`config.mk`:
```
export PLATFORM = sky130hd
export DESIGN_NAME = irq_gateway
export DESIGN_NICKNAME = d
export VERILOG_FILES = /design/src/rtl/irq_gateway_pkg.sv /design/src/rtl/irq_gw_chan.sv /design/src/rtl/irq_gateway.sv
export SDC_FILE = /design/constraint.sdc
export NUM_CORES = 1
export LEC_CHECK = 0
export CORE_MARGIN = 2
export CORE_UTILIZATION = 57
export CTS_CLUSTER_DIAMETER = 80
export DETAILED_ROUTE_END_ITERATION = 10
export MAX_ROUTING_LAYER = met4
export PLACE_DENSITY = 0.76
export SLEW_MARGIN = 15
export SYNTH_ARGS = -nofsm -noshare
export SYNTH_HDL_FRONTEND = slang
export SYNTH_SLANG_ARGS = --single-unit
```
`constraint.sdc`:
```
create_clock -name clk_i -period 3.4 [get_ports clk_i]
set_input_delay 0.51 -clock clk_i [delete_from_list [all_inputs] [get_ports clk_i]]
set_output_delay 0.51 -clock clk_i [all_outputs]
set_load 0.1 [all_outputs]
```
`src/rtl/irq_gateway_pkg.sv`:
```
// Shared constants for the interrupt gateway: register word offsets and default
// filter width.
package irq_gateway_pkg;

    localparam int FILT_W_DEF = 4;

    // Word index = byte address [11:2]
    localparam logic [9:0] REG_STATUS     = 10'h000;
    localparam logic [9:0] REG_FILTER_LEN = 10'h001;
    localparam logic [9:0] REG_LATCH_EN   = 10'h002;
    localparam logic [9:0] REG_LATCH_CLR  = 10'h003;
    localparam logic [9:0] REG_RAW        = 10'h004;

endpackage

```
`src/rtl/irq_gw_chan.sv`:
```
// One interrupt source: 2-flop synchronizer, glitch filter with programmable
// length, and a rising-edge latch selectable against the filtered level.
module irq_gw_chan #(
    parameter int FILT_W = 4
) (
    input  logic              clk_i,
    input  logic              rstn_i,
    input  logic              raw,
    input  logic [FILT_W-1:0] filter_len,
    input  logic              latch_en,
    input  logic              latch_clr,
    output logic              sync,
    output logic              irq
);

    logic              meta;
    logic              sync_q;
    logic              filt;
    logic              filt_d;
    logic              latch;
    logic [FILT_W-1:0] cnt;

    always_ff @(posedge clk_i or negedge rstn_i) begin
        if (!rstn_i) begin
            meta   <= 1'b0;
            sync_q <= 1'b0;
            filt   <= 1'b0;
            filt_d <= 1'b0;
            latch  <= 1'b0;
            cnt    <= '0;
        end else begin
            meta   <= raw;
            sync_q <= meta;
            filt_d <= filt;

            // >= rather than == so that shrinking filter_len mid-count still flips
            if (sync_q == filt) begin
                cnt <= '0;
            end else if (cnt >= filter_len) begin
                filt <= sync_q;
                cnt  <= '0;
            end else begin
                cnt <= cnt + 1'b1;
            end

            // A new rising edge beats a simultaneous clear so no edge is lost
            if (filt && !filt_d) begin
                latch <= 1'b1;
            end else if (latch_clr) begin
                latch <= 1'b0;
            end
        end
    end

    assign sync = sync_q;
    assign irq  = latch_en ? latch : filt;

endmodule

```
`src/rtl/irq_gateway.sv`:
```
// Interrupt conditioning in front of the PLIC: per-source sync/filter/latch
// channels plus a small MMIO register file with one-cycle read latency.
module irq_gateway
    import irq_gateway_pkg::*;
#(
    parameter int NSRC   = 32,
    parameter int FILT_W = FILT_W_DEF
) (
    input  logic            clk_i,
    input  logic            rstn_i,
    input  logic [NSRC-1:0] irq_raw_i,
    input  logic            reg_en_i,
    input  logic [31:0]     reg_addr_i,
    input  logic [31:0]     reg_wdata_i,
    input  logic            reg_we_i,
    output logic [31:0]     reg_rdata_o,
    output logic            reg_ready_o,
    output logic [NSRC-1:0] irqs_o
);

    logic [FILT_W-1:0] filter_len;
    logic [NSRC-1:0]   latch_en;
    logic [NSRC-1:0]   latch_clr;
    logic [NSRC-1:0]   sync;
    logic [9:0]        addr_q;
    logic [9:0]        idx;
    logic              wr;
    logic              unused_addr;

    assign idx         = reg_addr_i[11:2];
    assign wr          = reg_en_i & reg_we_i;
    assign unused_addr = ^{reg_addr_i[31:12], reg_addr_i[1:0]};
    assign reg_ready_o = 1'b1;

    // LATCH_CLR is a write pulse; the channel clears on the same edge that
    // samples the write, so the effect is visible the following cycle.
    assign latch_clr = (wr && idx == REG_LATCH_CLR) ? reg_wdata_i[NSRC-1:0] : '0;

    always_ff @(posedge clk_i or negedge rstn_i) begin
        if (!rstn_i) begin
            filter_len <= '0;
            latch_en   <= '0;
            addr_q     <= '0;
        end else begin
            addr_q <= idx;
            if (wr) begin
                case (idx)
                    REG_FILTER_LEN: filter_len <= reg_wdata_i[FILT_W-1:0];
                    REG_LATCH_EN:   latch_en   <= reg_wdata_i[NSRC-1:0];
                    default:        ;
                endcase
            end
        end
    end

    // Decoded from the address captured every clock, matching PLIC read timing
    always_comb begin
        reg_rdata_o = '0;
        case (addr_q)
            REG_STATUS:     reg_rdata_o[NSRC-1:0]   = irqs_o;
            REG_FILTER_LEN: reg_rdata_o[FILT_W-1:0] = filter_len;
            REG_LATCH_EN:   reg_rdata_o[NSRC-1:0]   = latch_en;
            REG_RAW:        reg_rdata_o[NSRC-1:0]   = sync;
            default:        reg_rdata_o             = '0;
        endcase
    end

    for (genvar i = 0; i < NSRC; i++) begin : g_chan
        irq_gw_chan #(
            .FILT_W (FILT_W)
        ) u_chan (
            .clk_i      (clk_i),
            .rstn_i     (rstn_i),
            .raw        (irq_raw_i[i]),
            .filter_len (filter_len),
            .latch_en   (latch_en[i]),
            .latch_clr  (latch_clr[i]),
            .sync       (sync[i]),
            .irq        (irqs_o[i])
        );
    end

endmodule

```
[Word level (Yosys, flattened, before mapping)]
Cells that the tools add are included.
Cells by class
  add/subtract/negate cells: 32
  order comparisons: 32
  equal/unequal tests: 38
  mux-type cells: 163
  bitwise logic cells: 33
  reduce and logical (&&, ||, !) cells: 132
Operators with widths (count)
  2-to-1 mux 4 bit: 64
  adder 4 x 1 -> 4 bit (second input constant): 32
  greater-or-equal comparator 4 bit: 32
  2-to-1 mux 1 bit: 96
  case mux 28 bit (3 select lines): 1
  AND reduction 2 bit: 34
  nonzero test 2 bit: 32
  logical AND 1 bit: 33
  equality test 1 bit: 32
  logical NOT 1 bit: 32
  2-to-1 mux 32 bit: 1
  inverter 1 bit: 32
  equality test 10 x 2 -> 1 bit (second input constant): 3
  equality test 10 x 1 -> 1 bit (second input constant): 2
  case mux 4 bit (4 select lines): 1
  equality test 10 x 3 -> 1 bit (second input constant): 1
  logical NOT 10 bit: 1
  AND 1 bit: 1
Word-level totals
  flip-flop bits (word level): 334
  input bits: 100
  output and inout bits: 65

[Logic depth before layout (Yosys ltp)]
  word-level depth: 5
  mapped depth: 6
  gate-level depth less buffers: 6

[By module]
A second synthesis with hierarchy kept.
Unflattened totals
  cell total of the unflattened synthesis: 1535
  area total of the unflattened synthesis: 17444.2 um^2
By module, submodules not included
  irq_gw_chan: times used 32, cells an instance 39, area each 451.7 um^2, seq. area each 225.2 um^2
  irq_gateway: times used 1, cells an instance 287, area each 2990.4 um^2, seq. area each 1151.1 um^2

[Worst setup path before layout]
No wires, ideal clock.
  path type: reg-to-output
  start: register addr_q[7]
  end: output reg_rdata_o[2]
  arrival: 3.427 ns
  setup slack: -0.537 ns
  cell stages (with the launch flop): 5
  buffers on the path: 1
  cells stage by stage: dfrtp_1 > nor4_2 > nand3_1 > clkbuf_1 > o32ai_1
On the way
  longest elaborated chain between the ends: 2
  elaborated cells on any way between the ends: 5
  those cells by class: 3 x eq/ne; 1 x mux; 1 x reduce/logical
Ends and longest elaborated chain
  start: declaration: RTL line irq_gateway.sv:25  | logic [9:0] addr_q;
  start signal: assignment: RTL line irq_gateway.sv:45  | addr_q <= idx;
  equality test 10 x 3 -> 1 bit, or another cell as far along: RTL line irq_gateway.sv:59  | case (addr_q)
  case mux 4 bit (4 select lines) (*): RTL line irq_gateway.sv:59
  end: declaration: RTL line irq_gateway.sv:16  | output logic [31:0] reg_rdata_o,
Mark *: on every way between the ends. The rest lies on a longest branch, timed or not.

[Final worst setup path]
  start: register addr_q[7]
  end: output reg_rdata_o[3]
The elaborated chain is that of the path after synthesis.

==> summary.md <==
| Metric | Value |
|---|---|
| Worst Tran Pin Value | `1142 ps` |
| Fin crit period | `3080 ps` |
| Crit-path max FO | `29` |
| Crit share post-route | `90.58%` |
| IO buf count | `141` |
| Placed instance area | `18,260 um2` |
| Top-count cell post-synth | `dfrtp_1` |
| CTS tree | `yes` |
| Leak | `8.697 nW` |
| Critical-path top delay cell | `buf_4` |
| Setup crit end kind | `output port` |
| Crit-path cells | `nor4_4 -> buf_4 -> nand2_1 -> o32ai_1 -> buf_12` |
| Top-Level Pins | `165` |
| Failing checks | `negative hold slack` |
| CORE AREA | `27,930 um2` |
| Crit path kind | `flip-flop to output port` |
| Total Wirelength | `33.87 mm` |
| Synth area leaders | `dfrtp_1, ha_1, nor2_1` |
| Syn Area/Cell | `11.54 um2` |
| Fin util | `69.77%` |
| Wire per inst | `17.32 um` |
| Vias per cell | `5.473` |
| Via Count | `10,699` |
| Worst slew margin | `23.80%` |
| H-Tree Depth | `2` |
| EDFF count, synth | `0` |
| CTS max path bufs | `3` |
| Die outline height | `173.0 um` |
| GP Congestion | `0.7803` |
| Synth warnings | `0` |
| Hpwl dp | `21.74 mm` |
| Largest net degree at the start of global routing | `90` |
| Asr flop ratio synth | `100.0%` |
| RSZ-0062 raised after global routing | `false` |
| Synthesized cell area | `16,280 um2` |
| Final setup fails | `0` |
| Synthesis-to-layout area growth | `19.69%` |
| Vias in the first global route | `11,236` |
| Maxcap violations | `0` |
| Drt drc | `0` |
| Clock Skews | `17.08 ps` |
| Drt first pass iters | `5` |
| Syn_nets | `1,671` |
| FILL cells | `2,034` |
| Die Wd | `173.0 um` |
| Largest area contributor in the netlist | `dfrtp_1` |
| Post-route non-filler standard cell count | `1,955` |
| Design area | `19,490 um2` |
| ANT cells | `0` |
| DR iter-0 viols | `624` |
| Arrival @ worst endpoint | `2570 ps` |
| CP required | `2890 ps` |
| Worst hold path class | `input port to asynchronous set/reset pin` |
| Sequential cell area fraction in the yosys report | `51.33%` |
| Final Hold Fails | `5` |
| PostCTS Resize Cnt | `0` |
| # Post-CTS Setup Buffers | `0` |
| Largest stage delay on the critical path | `500 ps` |
| Die ar. | `29,930 um2` |
| Synth Instances | `1,411` |
| Slew Viols, Final | `0` |
| CTS clk-pin slew, worst paths | `60 ps` |
| Share of post-route cells with drive strength above 1 | `15.98%` |
| Clk Latency, worst-skew pair | `520 ps` |
| Post-route ant nets | `0` |
| Max IR drop VDD | `0.3333 mV` |
| Seq cells post-synth | `334` |
| Global-route usage over all layers | `24.13%` |
| Gr ovfl total | `0` |
| Yosys top cell area share | `51.33%` |
| Initial core utilization | `58.29%` |
| Nets | `1,809` |
| Top cells by count, synth | `dfrtp_1, nor2_1, ha_1, inv_1, mux2_2` |
| WHS | `-13.45 ps` |
| Top FF cell, synth | `dfrtp_1` |
| First-pass GRT wire length | `57.17 mm` |
| Placed Cells | `1,888` |
| Antenna violations before repair | `0` |
| Peak Freq | `0.3247 GHz` |
| Root Driver | `clkbuf_16` |
| Row cnt | `61` |
| CP startpoint kind | `flip-flop` |
| CTS Buf Count | `37` |
| Synth unique cells | `34` |
| Cts hold-fix bufs | `0` |
| Status | `complete, but fails checks` |
| Sinks on the clock net | `334` |
| Pwr dens | `448.2 nW/um2` |
==> logic make-up after synthesis <==
family,Yosys count,synth area share [%]
simple gates,396,11.16
buf+inv,160,4.833
xor+xnor,96,5.164
fa+ha+maj,160,12.29
flops,334,51.33
other cells,1,0.02303
compound gates,164,7.592
mux,100,7.607
==> final cells by class <==
type	instances	area, um2	share of cell area, %
Clock buffer	63	1176	6.035
Multi-Input combinational cell	917	7208	36.98
Clock inverter	4	52.55	0.2696
Tap cell	378	473.0	2.427
Timing Repair Buffer	160	1849	9.488
Sequential cell	334	8359	42.89
Inverter	99	371.6	1.907
==> stage by stage <==
stage	setup TNS, ps	setup slack [ps]	total power, mW	hold WS (ps)
after CTS	0	352.1	8.825	30.14
after global routing	0	290.5	9.041	60.85
after global placement	0	864.5	4.798	332.8
after detailed placement	0	790.4	4.814	334.7
final	0	320.3	8.735	-13.45
after floorplan	-11850	-536.8	4.547	214.4
==> worst max-delay path: cells and delay by family, from the launching register on <==
family,cells,cell delay (ps)
AND/OR/NAND/NOR,2,590
flip-flops,1,390
AO/OA/AOI/OAI,1,320
buffers and inverters,2,740
==> power by group <==
group | leakage [nW] | total, mW | internal, mW | switching (mW)
sequential | 4.18 | 4.14 | 4.07 | 0.0746
combinational | 3.92 | 0.595 | 0.215 | 0.380
clock | 0.602 | 4.00 | 2.43 | 1.57
==> metal layers <==
layer | global-route usage [%] | routed length, um
met4 | 6.250 | 600
met2 | 39.08 | 16110
met5 | - | 0
met1 | 31.94 | 15450
met3 | 3.804 | 1712
==> path summary, 6_finish.rpt <==
| kind | start | to | slack, ps | depth (start not counted) |
|---|---|---|---|---|
| worst max-delay path | addr_q[7]$_DFF_PN0_ | reg_rdata_o[3] | 320 | 5 |
| worst max register to register | filter_len[3]$_DFFE_PN0P_ | g_chan[9].u_chan.cnt[2]$_DFF_PN0_ | 750 | 6 |
| worst min-delay path | rstn_i | g_chan[31].u_chan.filt$_DFFE_PN0P_ | -10 | 1 |
| max in group asynchronous | rstn_i | g_chan[7].u_chan.cnt[0]$_DFF_PN0_ | 2500 | 2 |
| min in group clk_i | g_chan[16].u_chan.meta$_DFF_PN0_ | g_chan[16].u_chan.sync$_DFF_PN0_ | 340 | 0 |
| worst min register to register | g_chan[16].u_chan.meta$_DFF_PN0_ | g_chan[16].u_chan.sync$_DFF_PN0_ | 340 | 0 |
==> sequential cells by signal (all words and copies together), names as in the netlist <==
register              count
g_chan.u_chan.cnt       128
g_chan.u_chan.filt       32
g_chan.u_chan.filt_d     32
g_chan.u_chan.latch      32
g_chan.u_chan.meta       32
g_chan.u_chan.sync       32
latch_en                 32
addr_q                   10
filter_len                4
==> cell usage in the layout, fill, tap and decap left out, types with 33 or more instances in the layout <==
cell	count
nor2_1	225
inv_1	99
mux2_2	67
xor2_1	64
clkbuf_16	39
buf_12	36
clkdlybuf4s50_1	76
dfrtp_1	333
ha_1	160
nand2_1	34
nor2b_1	33
buf_4	47
No activity file was read; power rests on OpenSTA's default activity.
